### src/rtl/fare_table.sv
`default_nettype none
// ============================================================================
// fare_table : N_TARIFF start/unit fee store with decimal keypad entry. Rev 1.0
// Option macro FARE_ZERO_REJECT_EN: refuse a zero unit fee on ENTER.
// ============================================================================
module fare_table #(
  parameter int FEE_W     = 10,
  parameter int N_TARIFF  = 2,
  parameter int DEF_S_FEE = 15,
  parameter int DEF_G_FEE = 5,
  parameter int MAX_FEE   = 999,
  localparam int TS_W     = (N_TARIFF > 1) ? $clog2(N_TARIFF) : 1,
  localparam int FI_W     = $clog2(2 * N_TARIFF)
) (
  input  logic             clk,
  input  logic             reset_n,
  input  logic             flag,
  input  logic [3:0]       key_code,
  input  logic             start,
  input  logic [TS_W-1:0]  tariff_sel,
  output logic [FEE_W-1:0] s_fee,
  output logic [FEE_W-1:0] g_fee,
  output logic [FEE_W-1:0] edit_val,
  output logic [FI_W-1:0]  field_idx,
  output logic             editing,
  output logic             wr_done,
  output logic             err
);

  localparam logic [0:0] S_IDLE  = 1'b0;
  localparam logic [0:0] S_EDIT  = 1'b1;
  localparam logic [3:0] K_FIELD = 4'd10;
  localparam logic [3:0] K_ENTER = 4'd11;
  localparam logic [3:0] K_CLEAR = 4'd12;

  logic [0:0]       state_q, state_d;
  logic [FEE_W-1:0] acc_q, acc_d;
  logic [FI_W-1:0]  field_q, field_d;
  logic [TS_W-1:0]  active_q, active_d;
  logic [FEE_W-1:0] s_tab_q [N_TARIFF];
  logic [FEE_W-1:0] s_tab_d [N_TARIFF];
  logic [FEE_W-1:0] g_tab_q [N_TARIFF];
  logic [FEE_W-1:0] g_tab_d [N_TARIFF];
  logic [FEE_W-1:0] s_fee_q, s_fee_d, g_fee_q, g_fee_d;
  logic             wr_done_q, wr_done_d, err_q, err_d;

  logic             key_ok, is_digit, digit_fits, zero_reject, do_write, trip_abort;
  logic [FEE_W+3:0] acc_ext, acc_next;
  logic [FI_W-1:0]  field_adv;

  assign key_ok     = flag & ~start & (key_code <= K_CLEAR);
  assign is_digit   = (key_code <= 4'd9);
  assign trip_abort = (state_q == S_EDIT) & start;
  assign acc_ext    = {4'b0000, acc_q};
  // x10 as shift-add in a widened word so an overflowing entry is caught, never wrapped
  assign acc_next   = (acc_ext << 3) + (acc_ext << 1) + {{FEE_W{1'b0}}, key_code};
  assign digit_fits = (acc_next <= (FEE_W+4)'(MAX_FEE));
  assign field_adv  = (field_q == FI_W'(2 * N_TARIFF - 1)) ? '0 : field_q + 1'b1;

`ifdef FARE_ZERO_REJECT_EN
  assign zero_reject = (acc_q == '0) & field_q[0];
`else
  assign zero_reject = 1'b0;
`endif

  always_ff @(posedge clk or negedge reset_n) begin
    if (!reset_n) begin
      state_q <= S_IDLE;
    end else begin
      state_q <= state_d;
    end
  end

  always_comb begin
    state_d = state_q;
    if (trip_abort) begin
      state_d = S_IDLE;
    end else if (key_ok) begin
      case (state_q)
        S_IDLE:  if (is_digit) state_d = S_EDIT;
        S_EDIT:  if (key_code == K_ENTER || key_code == K_CLEAR) state_d = S_IDLE;
        default: state_d = S_IDLE;
      endcase
    end
  end

  always_comb begin
    editing = (state_q == S_EDIT);
  end

  always_comb begin
    acc_d     = acc_q;
    field_d   = field_q;
    err_d     = err_q;
    wr_done_d = 1'b0;
    do_write  = 1'b0;
    s_tab_d   = s_tab_q;
    g_tab_d   = g_tab_q;
    if (trip_abort) begin
      acc_d = '0;
    end else if (key_ok) begin
      if (key_code == K_FIELD) begin
        field_d = field_adv;
      end else if (state_q == S_IDLE) begin
        if (is_digit) begin
          acc_d = FEE_W'(key_code);
          err_d = 1'b0;
        end
      end else if (is_digit) begin
        if (digit_fits) acc_d = acc_next[FEE_W-1:0];
        else            err_d = 1'b1;
      end else if (key_code == K_ENTER) begin
        acc_d = '0;
        if (zero_reject) begin
          err_d = 1'b1;
        end else begin
          do_write  = 1'b1;
          wr_done_d = 1'b1;
        end
      end else begin
        acc_d = '0;
        err_d = 1'b0;
      end
    end
    for (int i = 0; i < N_TARIFF; i++) begin
      if (do_write && (32'(field_q >> 1) == i)) begin
        if (field_q[0]) g_tab_d[i] = acc_q;
        else            s_tab_d[i] = acc_q;
      end
    end
    // Tariff follows the selector only between trips; out-of-range selects fall back to 0
    if (start)                            active_d = active_q;
    else if (32'(tariff_sel) < N_TARIFF)  active_d = tariff_sel;
    else                                  active_d = '0;
    s_fee_d = s_tab_q[active_d];
    g_fee_d = g_tab_q[active_d];
  end

  always_ff @(posedge clk or negedge reset_n) begin
    if (!reset_n) begin
      acc_q     <= '0;
      field_q   <= '0;
      active_q  <= '0;
      s_fee_q   <= FEE_W'(DEF_S_FEE);
      g_fee_q   <= FEE_W'(DEF_G_FEE);
      wr_done_q <= 1'b0;
      err_q     <= 1'b0;
      for (int i = 0; i < N_TARIFF; i++) begin
        s_tab_q[i] <= FEE_W'(DEF_S_FEE);
        g_tab_q[i] <= FEE_W'(DEF_G_FEE);
      end
    end else begin
      acc_q     <= acc_d;
      field_q   <= field_d;
      active_q  <= active_d;
      s_fee_q   <= s_fee_d;
      g_fee_q   <= g_fee_d;
      wr_done_q <= wr_done_d;
      err_q     <= err_d;
      s_tab_q   <= s_tab_d;
      g_tab_q   <= g_tab_d;
    end
  end

  assign s_fee     = s_fee_q;
  assign g_fee     = g_fee_q;
  assign edit_val  = acc_q;
  assign field_idx = field_q;
  assign wr_done   = wr_done_q;
  assign err       = err_q;

endmodule
`default_nettype wire
### config.mk
export PLATFORM = sky130hd
export DESIGN_NAME = fare_table
export DESIGN_NICKNAME = d
export VERILOG_FILES = /design/src/rtl/fare_table.sv
export SDC_FILE = /design/constraint.sdc
export NUM_CORES = 1
export LEC_CHECK = 0
export ABC_AREA = 1
export BUFFER_PORTS_ARGS = -buffer_cell sky130_fd_sc_hd__buf_2
export CORE_MARGIN = 2
export CORE_UTILIZATION = 50
export DETAILED_ROUTE_END_ITERATION = 10
export HOLD_SLACK_MARGIN = 0.12
export PLACE_DENSITY_LB_ADDON = 0.25
export SLEW_MARGIN = 20
export SYNTH_ARGS = -nofsm -noshare
export SYNTH_HDL_FRONTEND = slang
export SYNTH_SLANG_ARGS = --single-unit
### constraint.sdc
create_clock -name clk -period 3.8 [get_ports clk]
set_input_delay 0.19 -clock clk [delete_from_list [all_inputs] [get_ports clk]]
set_output_delay 0.19 -clock clk [all_outputs]
set_load 0.02 [all_outputs]
==> impl_metrics.tcl, run 1 <==
set metrics [dict create \
    setup_viol_count_final 0 \
    r2r_cells 15 \
    clkSinkCount 76 \
    drv_slew 0 \
    rsz0062_at_grt "false" \
    floorplan.die_area_um2 8430 \
    fmax_ghz 0.344 \
    ys_warn_count 0 \
    final-instance-count-excl-fill 589 \
    die_width_um 91.8 \
    core-area_um2 7610 \
    synthArstFlopShare_pct 100 \
    status "finished clean" \
    drc_errors 0 \
    final_cell_mix "nand2_1, dfrtp_1, inv_1" \
    insertion_delay_ns 0.33 \
    wl_per_cell_um 13.2 \
    clockBufferDepth 2 \
    end_kind "flip-flop" \
    cts_made_buffers 9 \
    fillCellCount 678 \
    seq_area_frac_synth_pct 49.9 \
    ys_ff_latch 76 \
    overflow 0 \
    syn_to_final_growth_pct 14.0 \
    crit_top_cell "nand2_1" \
    io_buffers 43 \
    cts_tree "yes" \
    yosysUniqueCellTypes 33 \
    synth_fp_nets 470 \
    viasPerCell 5.02 \
    finClkSkew_ns 0.0103 \
    grt_max_degree 77 \
    syn_avg_cell_area_um2 8.78 \
    synth_flop_cell "dfrtp_1" \
    worstPathMaxFanout 11 \
    tightest_slew_ns 0.913 \
    ant_nets 0 \
    grt_pass1_vias 2833 \
    period_share_pct 76.6 \
    firstDrtPassIters 4 \
    path_depth 15 \
    drt_iter0_drc 162 \
    cp-startpoint "edit_val[2]" \
    wirelength_mm 7.77 \
    crit_type "flip-flop to flip-flop" \
    cts_root_buffer "clkbuf_8" \
    netlist_area_um2 3850 \
    antenna_found_initial 0 \
    die_h_um 91.8 \
    timing.rr.end "edit_val[3]" \
    finalHoldViolations 0 \
    worstPathRequired_ns 4.02 \
    crit_buf_inv 2 \
    min_period_ns 2.91 \
    cpPeakStageDelay_ns 0.51 \
    crit_end "edit_val[3]" \
    post-dp-hpwl_mm 5.61 \
    clk_pin_slew_ns 0.07 \
    cp.arrival_ns 3.13 \
    hp-class "primary input to flip-flop" \
    layout-drive-gt1-share_pct 22.6 \
    gp_congestion 0.926 \
    leakage_nw 2.32 \
    io_pins 44 \
    rrSetupSlack_ns 0.89 \
    powerDensity_nw_per_um2 460 \
    start_util_pct 50.7 \
    finalNetCount 513 \
    max_cap_viol_count 0 \
    fin_tns_setup_ns 0 \
    layout_commonest_cell "nand2_1" \
    synth_edf_count 0 \
    cts_resized 0 \
    crit_chain "inv_1 -> fa_1 -> fa_1 -> inv_1 -> nand3_1 -> nand2_1 -> nand2_1 -> nand3_1 -> nand2_1 -> nor2_1 -> nand3_2 -> nand2_2 -> nand2_2 -> nand2_1 -> nand2_1" \
    crit_path_start_kind "flip-flop" \
    grt_pass1_wl_mm 13.2 \
    diodes 0 \
    vdd_ir_drop_max_v 0.000294 \
    synthCells 439 \
    rr_startpoint "edit_val[2]" \
    crit_family "simple AND/OR/NAND/NOR gates" \
    num_rows 32 \
    htree_levels 3 \
    num_vias 2959 \
    placed_cells 572 \
    grtUsageTotal_pct 19.6 \
    cpMaxStageDelayCell "fa_1" \
    max-slew-margin-rel_pct 39.0 \
]
==> worst min-delay path by stage <==
stage / to / cells after the start / slack [ns] / from
CTS: wr_done / 3 / 0.20 / key_code[0]
global placement: g_fee[7] / 1 / 0.37 / reset_n
detailed placement: g_fee[7] / 1 / 0.38 / reset_n
global route: wr_done / 3 / 0.22 / key_code[0]
floorplan: active_q / 0 / -0.11 / reset_n
finish: wr_done / 3 / 0.22 / key_code[0]
==> state kept, by name, summed over array words and instances (netlist names) <==
name,cells
g_tab_q,20
wr_done,1
field_idx,2
g_fee,10
active_q,1
editing,1
edit_val,10
err,1
s_tab_q,20
s_fee,10
==> cells in the mapped netlist (all sizes together), types with 2 or more instances <==
cell | number | area [µm²]
a21oi | 10 | 53.8
buf | 5 | 33.8
clkbuf | 8 | 30.0
dfrtp | 58 | 1450
dfstp | 18 | 473
fa | 2 | 40.0
ha | 20 | 250
inv | 48 | 180
mux2 | 20 | 225
nand2 | 137 | 522
nand3 | 29 | 155
nand3b | 2 | 15.0
nor2 | 24 | 97.6
nor3 | 5 | 41.3
o21ai | 44 | 220
o22ai | 2 | 12.5
==> layer usage <==
| metal | track usage, % | share of wire [%] | up-vias | wire length, µm |
|---|---|---|---|---|
| met5 | 0 | 0 | - | 0 |
| met4 | 7.71 | 1.6 | 0 | 125 |
| met3 | 3.12 | 3.6 | 10 | 280 |
| met1 | 27.0 | 47 | 1385 | 3680 |
| met2 | 31.4 | 48 | 62 | 3690 |
| li1 | - | - | 1502 | - |
==> layout make-up <==
class / count / area (µm²) / share of cell area (%)
clock buffers: 11 / 141 / 3.22
clock inverters: 5 / 100 / 2.28
inverters: 48 / 180 / 4.10
multi-input cells: 302 / 1690 / 38.4
flip-flops and latches: 76 / 1920 / 43.8
well taps: 102 / 128 / 2.90
repair buffers: 45 / 235 / 5.35
==> tightest hold or removal path, stage by stage <==
cell,delay (ns)
buf_2,0.13
nand3_1,0.12
nor2_4,0.07
==> where the power goes <==
| group | internal, mW | switching, mW | total (mW) |
|---|---|---|---|
| sequential | 0.841 | 0.0377 | 0.879 |
| clock | 0.452 | 0.272 | 0.724 |
| combinational | 0.147 | 0.273 | 0.420 |
==> cells by family after synthesis <==
logic type	share of synthesized area [%]
compound gates	8.05
simple gates	22.1
fa+ha+maj	7.53
xor+xnor	0.227
mux	5.84
buf+inv	6.33
flops	49.9
==> what timing repair did <==
action                                  CTS  global route
setup buffers                             0             0
hold buffers                              1             0
hold endpoints to repair                 58             0
endpoints found under the setup margin    0             0
==> stage by stage <==
stage	total power, mW	utilization (%)	hold WS (ns)	cell area (µm²)	setup WS, ns
global placement	1.31	54.5	0.369	4140	0.993
global route	2.13	57.8	0.225	4400	0.644
CTS	2.04	57.8	0.199	4400	0.885
finish	2.02	57.8	0.217	4400	0.890
floorplan	1.19	-	-0.106	3850	1.18
detailed placement	1.31	54.5	0.376	4140	0.906
Power figures use the tool's default switching activity.
==> inputs of run 2 (changes only) <==
clock period = 2.4 ns   (was 3.8 ns; I/O delays follow)
==> run 2 against run 1 <==
The flow now finishes with violations (setup timing). Worst hold slack got worse by 0.078 ns. Power increased by 66%. Cell count grew 8.7%. Largest cell class unchanged.
==> impl_metrics.tcl, run 2 (same netlist as run 1, synthesis figures left out) <==
set metrics [dict create \
    status "complete, but fails checks" \
    violations "setup timing" \
    fillCellCount 636 \
    firstDrtPassIters 4 \
    wirelength_mm 8.46 \
    post-dp-hpwl_mm 5.96 \
    htree_levels 3 \
    max-slew-margin-rel_pct 39.9 \
    drc_errors 0 \
    end_kind "flip-flop" \
    cpPeakStageDelay_ns 0.47 \
    grt_pass1_vias 3145 \
    grt_pass1_wl_mm 14.5 \
    syn_to_final_growth_pct 28.4 \
    drv_slew 0 \
    max_cap_viol_count 0 \
    cts_made_buffers 9 \
    diodes 0 \
    num_rows 32 \
    antenna_found_initial 0 \
    clk_pin_slew_ns 0.08 \
    fmax_ghz 0.386 \
    setup_viol_count_final 11 \
    worstPathRequired_ns 2.62 \
    core-area_um2 7610 \
    grtUsageTotal_pct 21.4 \
    hold_slack_ns 0.138 \
    top_regs "g_tab_q (20), s_tab_q (20)" \
    finClkSkew_ns 0.00970 \
    num_vias 3222 \
    io_pins 44 \
    seq_area_um2 1930 \
    io_buffers 43 \
    ant_nets 0 \
    crit_type "flip-flop to flip-flop" \
    dr_wl_met2_mm 4.02 \
    crit_buf_inv 3 \
    final_area_um2 4950 \
    rr_startpoint "edit_val[2]" \
    cp-startpoint "edit_val[2]" \
    cts_root_buffer "clkbuf_8" \
    crit_chain "inv_2 -> fa_2 -> fa_2 -> inv_2 -> nand3_4 -> nand2_4 -> nand2_2 -> nand2_2 -> nand3_2 -> nor2_2 -> nand3_2 -> nand3_4 -> nand2_8 -> buf_6 -> nand3_2 -> nand2_1" \
    grt_max_degree 77 \
    layout_commonest_cell "nand2_1" \
    clockBufferDepth 2 \
    crit_top_cell "nand3_2" \
    crit_path_start_kind "flip-flop" \
    rsz0062_at_grt "true" \
    finalHoldViolations 0 \
    place_area_um2 4500 \
    cts_tree "yes" \
    dpl_worst_slack_ns -0.312 \
    min_period_ns 2.59 \
    period_share_pct 108 \
    gp_congestion 0.929 \
    wl_per_cell_um 13.2 \
    floorplan.die_area_um2 8430 \
    insertion_delay_ns 0.33 \
    topRoutingLayerUsed "met4" \
    rrSetupSlack_ns -0.19 \
    viasPerCell 5.03 \
    cpMaxStageDelayCell "fa_2" \
    hp-class "primary input to flip-flop" \
    cp.arrival_ns 2.81 \
    wl_met1_mm 3.87 \
    final_cell_mix "nand2_1, dfrtp_1, buf_4" \
    tightest_slew_ns 0.893 \
    finalNetCount 564 \
    leakage_nw 2.54 \
    clkSinkCount 76 \
    multi_input_area_um2 1910 \
    worstPathMaxFanout 6 \
    crit_end "edit_val[7]" \
    die_h_um 91.8 \
    start_util_pct 50.7 \
    overflow 0 \
    layout-drive-gt1-share_pct 37.2 \
    final.setup.worst_slack_ns -0.192 \
    vdd_ir_drop_max_v 0.000532 \
    path_depth 16 \
    r2r_cells 16 \
    wl_met3_um 316 \
    finalPower_mw 3.35 \
    drt_iter0_drc 189 \
    crit_family "adder cells" \
    die_width_um 91.8 \
    powerDensity_nw_per_um2 677 \
    timing.rr.end "edit_val[7]" \
]
==> run 2: where the power goes <==
| group | leakage (nW) | internal (mW) | switching, mW | total [mW] |
|---|---|---|---|---|
| Clock | 0.0931 | 0.476 | 0.426 | 0.901 |
| Combinational | 1.47 | 0.488 | 0.577 | 1.06 |
| Sequential | 0.978 | 1.33 | 0.0513 | 1.39 |
==> run 2: final cells by class <==
| class | count | share of cell area [%] |
|---|---|---|
| tap | 102 | 2.58 |
| clock inverter | 5 | 1.06 |
| inverter | 48 | 3.64 |
| sequential | 76 | 38.9 |
| clock buffer | 11 | 2.65 |
| timing repair buffer | 95 | 12.5 |
| multi-input combinational | 303 | 38.6 |
==> run 2: repair_timing <==
item                       in CTS  in global routing
setup endpoints to repair      11                 11
resized for setup              25                 17
buffers inserted                4                  1
hold endpoints to repair       59                  0
gates cloned                    1                  0
hold buffers                    2                  0
pin swaps                      21                 17
==> run 2: through the flow <==
step           TNS, ns  std cells  utilization (%)
6_report         -1.91        640             65.1
5_1_grt          -3.34        640             65.1
4_1_cts          -1.16        639             64.0
3_5_place_dp     -3.23        616             59.1
3_3_place_gp     -2.62        616             59.1
2_1_floorplan        0        439                -
==> run 2: how the worst min path moves through the flow <==
stage                to  startpoint  depth (start not counted)  slack, ns
2_1_floorplan  active_q     reset_n                          0      -0.18
3_3_place_gp   g_fee[8]     reset_n                          1       0.30
3_5_place_dp   g_fee[8]     reset_n                          1       0.31
4_1_cts        active_q       start                          3       0.13
5_1_grt        active_q       start                          3       0.14
6_report       active_q       start                          3       0.14
==> run 2: worst reg2reg max path: cells and delay by family, from the launching register on <==
kind / cells / cell delay, ns
adder cells (fa/ha/maj): 2 / 0.87
buffers and inverters: 3 / 0.32
flip-flops: 1 / 0.42
AND/OR/NAND/NOR: 11 / 0.88
==> run 2: layer usage <==
| metal | global-route usage [%] | up-vias |
|---|---|---|
| met5 | 0 | - |
| met3 | 3.04 | 20 |
| met4 | 9.08 | 0 |
| met1 | 29.2 | 1516 |
| li1 | - | 1603 |
| met2 | 34.2 | 83 |
==> inputs of run 3 (changes only) <==
ABC_AREA = unset   (was 1)
PLACE_DENSITY = 0.69   (was unset)
PLACE_DENSITY_LB_ADDON = unset   (was 0.25)
==> run 3 against run 2 <==
The run still ends with setup timing left. Clock-buffer cell count is 1 lower. Global-route usage grew 0.86 points. Worst hold slack improved by 0.0070 ns. First-iteration DRC count shrank 17%. Cell area increased by 1.4%. Critical path type unchanged. Largest power group unchanged.
==> impl_metrics.tcl, run 3 <==
set metrics [dict create \
    cpPeakStageDelay_ns 0.64 \
    layout_commonest_cell "buf_4" \
    clkSinkCount 76 \
    powerDensity_nw_per_um2 678 \
    end_kind "flip-flop" \
    crit_chain "inv_2 -> fa_2 -> fa_2 -> nor2b_2 -> o2111ai_2 -> a21o_1 -> a311oi_2 -> o311ai_2 -> or4_4 -> o22ai_2" \
    leakage_nw 2.51 \
    synth_top_family_by_area "multiplexers" \
    status "complete, but fails checks" \
    grt_pass1_vias 2907 \
    syn_to_final_growth_pct 31.7 \
    top_regs "g_tab_q (20), s_tab_q (20)" \
    antenna_found_initial 0 \
    cts_tree "yes" \
    grt_use_met3_pct 5.06 \
    finalNetCount 460 \
    vdd_ir_drop_max_v 0.000532 \
    yosys.area.top_type_share_pct 38.1 \
    seqPwrFrac_pct 40.5 \
    fin_tns_setup_ns -6.85 \
    muxShareOfSynthArea_pct 17.7 \
    io_buffers 43 \
    cts_root_buffer "clkbuf_8" \
    layout-drive-gt1-share_pct 56.0 \
    viasPerCell 5.63 \
    core-area_um2 7330 \
    placed_cells 507 \
    floorplan.die_area_um2 8340 \
    crit_path_start_kind "flip-flop" \
    crit_top_cell "fa_2" \
    crit_buf_inv 1 \
    synthTopCellsByCount "dfrtp_1, mux2_2, nand2_1" \
    post-dp-hpwl_mm 6.29 \
    yosys.area_share.simple_pct 9.28 \
    synth_compound_area_share_pct 10.8 \
    crit_family "compound AO/OA/AOI/OAI gates" \
    overflow 0 \
    grt_pass1_wl_mm 14.4 \
    cp.arrival_ns 3.35 \
    rsz0062_at_grt "true" \
    htree_levels 3 \
    synthCells 317 \
    die_h_um 91.3 \
    synth-adder-area-share_pct 7.61 \
    die_width_um 91.3 \
    synth_flop_cell "dfrtp_1" \
    met1_usage_pct 29.8 \
    netlist_area_um2 3810 \
    worstPathRequired_ns 2.67 \
    synth_area_leaders "dfrtp_1, mux2_2, dfstp_2" \
    ys_ff_latch 76 \
    clockBufferDepth 2 \
    yosysUniqueCellTypes 52 \
    gp_congestion 0.903 \
    busiest_layer "met2" \
    io_pins 44 \
    setup_viol_count_final 11 \
    syn_avg_cell_area_um2 12.0 \
    hold_slack_ns 0.145 \
    start_util_pct 52.0 \
    synth_fp_nets 348 \
    grt_max_degree 74 \
    hp-class "primary input to flip-flop" \
    num_vias 3003 \
    switchingPower_mw 1.07 \
    wl_per_cell_um 16.9 \
    diodes 0 \
    drc_errors 0 \
    wirelength_mm 9.03 \
    seq_area_frac_synth_pct 50.5 \
    p_sw_share_pct 31.3 \
    fillCellCount 535 \
    cpMaxStageDelayCell "or4_4" \
    finClkSkew_ns 0.00761 \
    min_period_ns 3.08 \
    period_share_pct 129 \
    fmax_ghz 0.324 \
    max_cap_viol_count 0 \
    synth_xor_area_share_pct 1.61 \
    ys_warn_count 0 \
    cts_made_buffers 9 \
    grtUsageTotal_pct 22.2 \
    num_rows 31 \
    crit_type "flip-flop to flip-flop" \
    max-slew-margin-rel_pct 41.2 \
    final_util_pct 68.5 \
    clock_power_share_pct 29.5 \
    grt_use_met2_pct 35.4 \
    internal-power_mw 2.34 \
    yosysTopAreaCell "dfrtp_1" \
    ant_nets 0 \
    final-instance-count-excl-fill 533 \
    firstDrtPassIters 4 \
    tightest_slew_ns 0.883 \
    insertion_delay_ns 0.35 \
    final_cell_mix "buf_4, mux2_2, dfrtp_1" \
    clk_pin_slew_ns 0.08 \
    synthArstFlopShare_pct 100 \
    drv_slew 0 \
    worstPathMaxFanout 6 \
    synth_edf_count 0 \
    drt_iter0_drc 157 \
    violations "setup timing" \
    final.setup.worst_slack_ns -0.685 \
    pwr-share-comb_pct 30.0 \
    finalHoldViolations 0 \
]
## run 3: cell types whose count changed after synthesis, sizes merged, moves of 4 or more
cell	before	now
nor2	24	20
nand3	29	4
a21o	0	4
inv	48	12
o22ai	2	6
o21ai	44	13
mux2	20	58
nand2	137	21
o221ai	0	4
## run 3: path summary, 6_finish.rpt
kind,cells past startpoint,start,end,slack [ns]
worst max-delay path,10,edit_val[0],edit_val[7],-0.68
worst max register to register,10,edit_val[0],edit_val[7],-0.68
worst min-delay path,3,key_code[0],wr_done,0.15
worst min register to register,2,g_tab_q[0],g_tab_q[0],0.49
min in group asynchronous,2,reset_n,s_fee[7],0.45
max in group asynchronous,3,reset_n,s_tab_q[1],1.23
## run 3: layout make-up
type / instances / area, µm² / area share, %
clock buffers: 10 / 138 / 2.74
clock inverters: 6 / 72.6 / 1.45
inverters: 12 / 45.0 / 0.897
multi-input cells: 218 / 1970 / 39.3
flip-flops and latches: 76 / 1930 / 38.4
well taps: 99 / 124 / 2.47
repair buffers: 112 / 741 / 14.8
## run 3: repair_timing
| action | 4_1_cts | 5_1_grt |
|---|---|---|
| resized for setup | 10 | 13 |
| buffers inserted | 6 | 2 |
| endpoints found under the setup margin | 11 | 11 |
| pin swaps | 10 | 12 |
| hold endpoints to repair | 59 | 0 |
| hold buffers | 2 | 0 |
## run 3: through the flow
step                      power (mW)  setup WS [ns]  area [µm²]
after floorplan                 1.85         -0.689        3870
after global placement          2.23         -0.666        4600
after detailed placement        2.26         -0.756        4600
after CTS                       3.34         -0.648        4930
after global routing            3.57         -0.784        5020
final                           3.41         -0.685        5020
## run 3: kinds of logic after synthesis
group                    count (synthesis)
flip-flops                              76
AND/OR/NAND/NOR                         70
multiplexers                            60
AO/OA/AOI/OAI                           59
buffers and inverters                   23
adder cells (fa/ha/maj)                 22
XOR/XNOR                                 7
## run 3: power groups by stage
stage               sequential (mW)  combinational, mW  clock (mW)
detailed placement             1.40              0.853           0
floorplan                      1.45              0.397           0
global route                   1.39               1.10        1.08
global placement               1.40              0.831           0
CTS                            1.38              0.932        1.02
finish                         1.38               1.02        1.00
## run 3: layer usage
| layer | vias up | routed length, µm |
|---|---|---|
| li1 | 1389 | - |
| met2 | 96 | 4390 |
| met5 | - | 0 |
| met4 | 0 | 202 |
| met1 | 1500 | 3960 |
| met3 | 18 | 476 |
## run 3: worst reg2reg max path: stages (launching register included)
cell and delay [ns]:
dfrtp_2 0.41, inv_2 0.07, fa_2 0.47, fa_2 0.40, nor2b_2 0.13, o2111ai_2 0.12
a21o_1 0.19, a311oi_2 0.26, o311ai_2 0.15, or4_4 0.64, o22ai_2 0.17
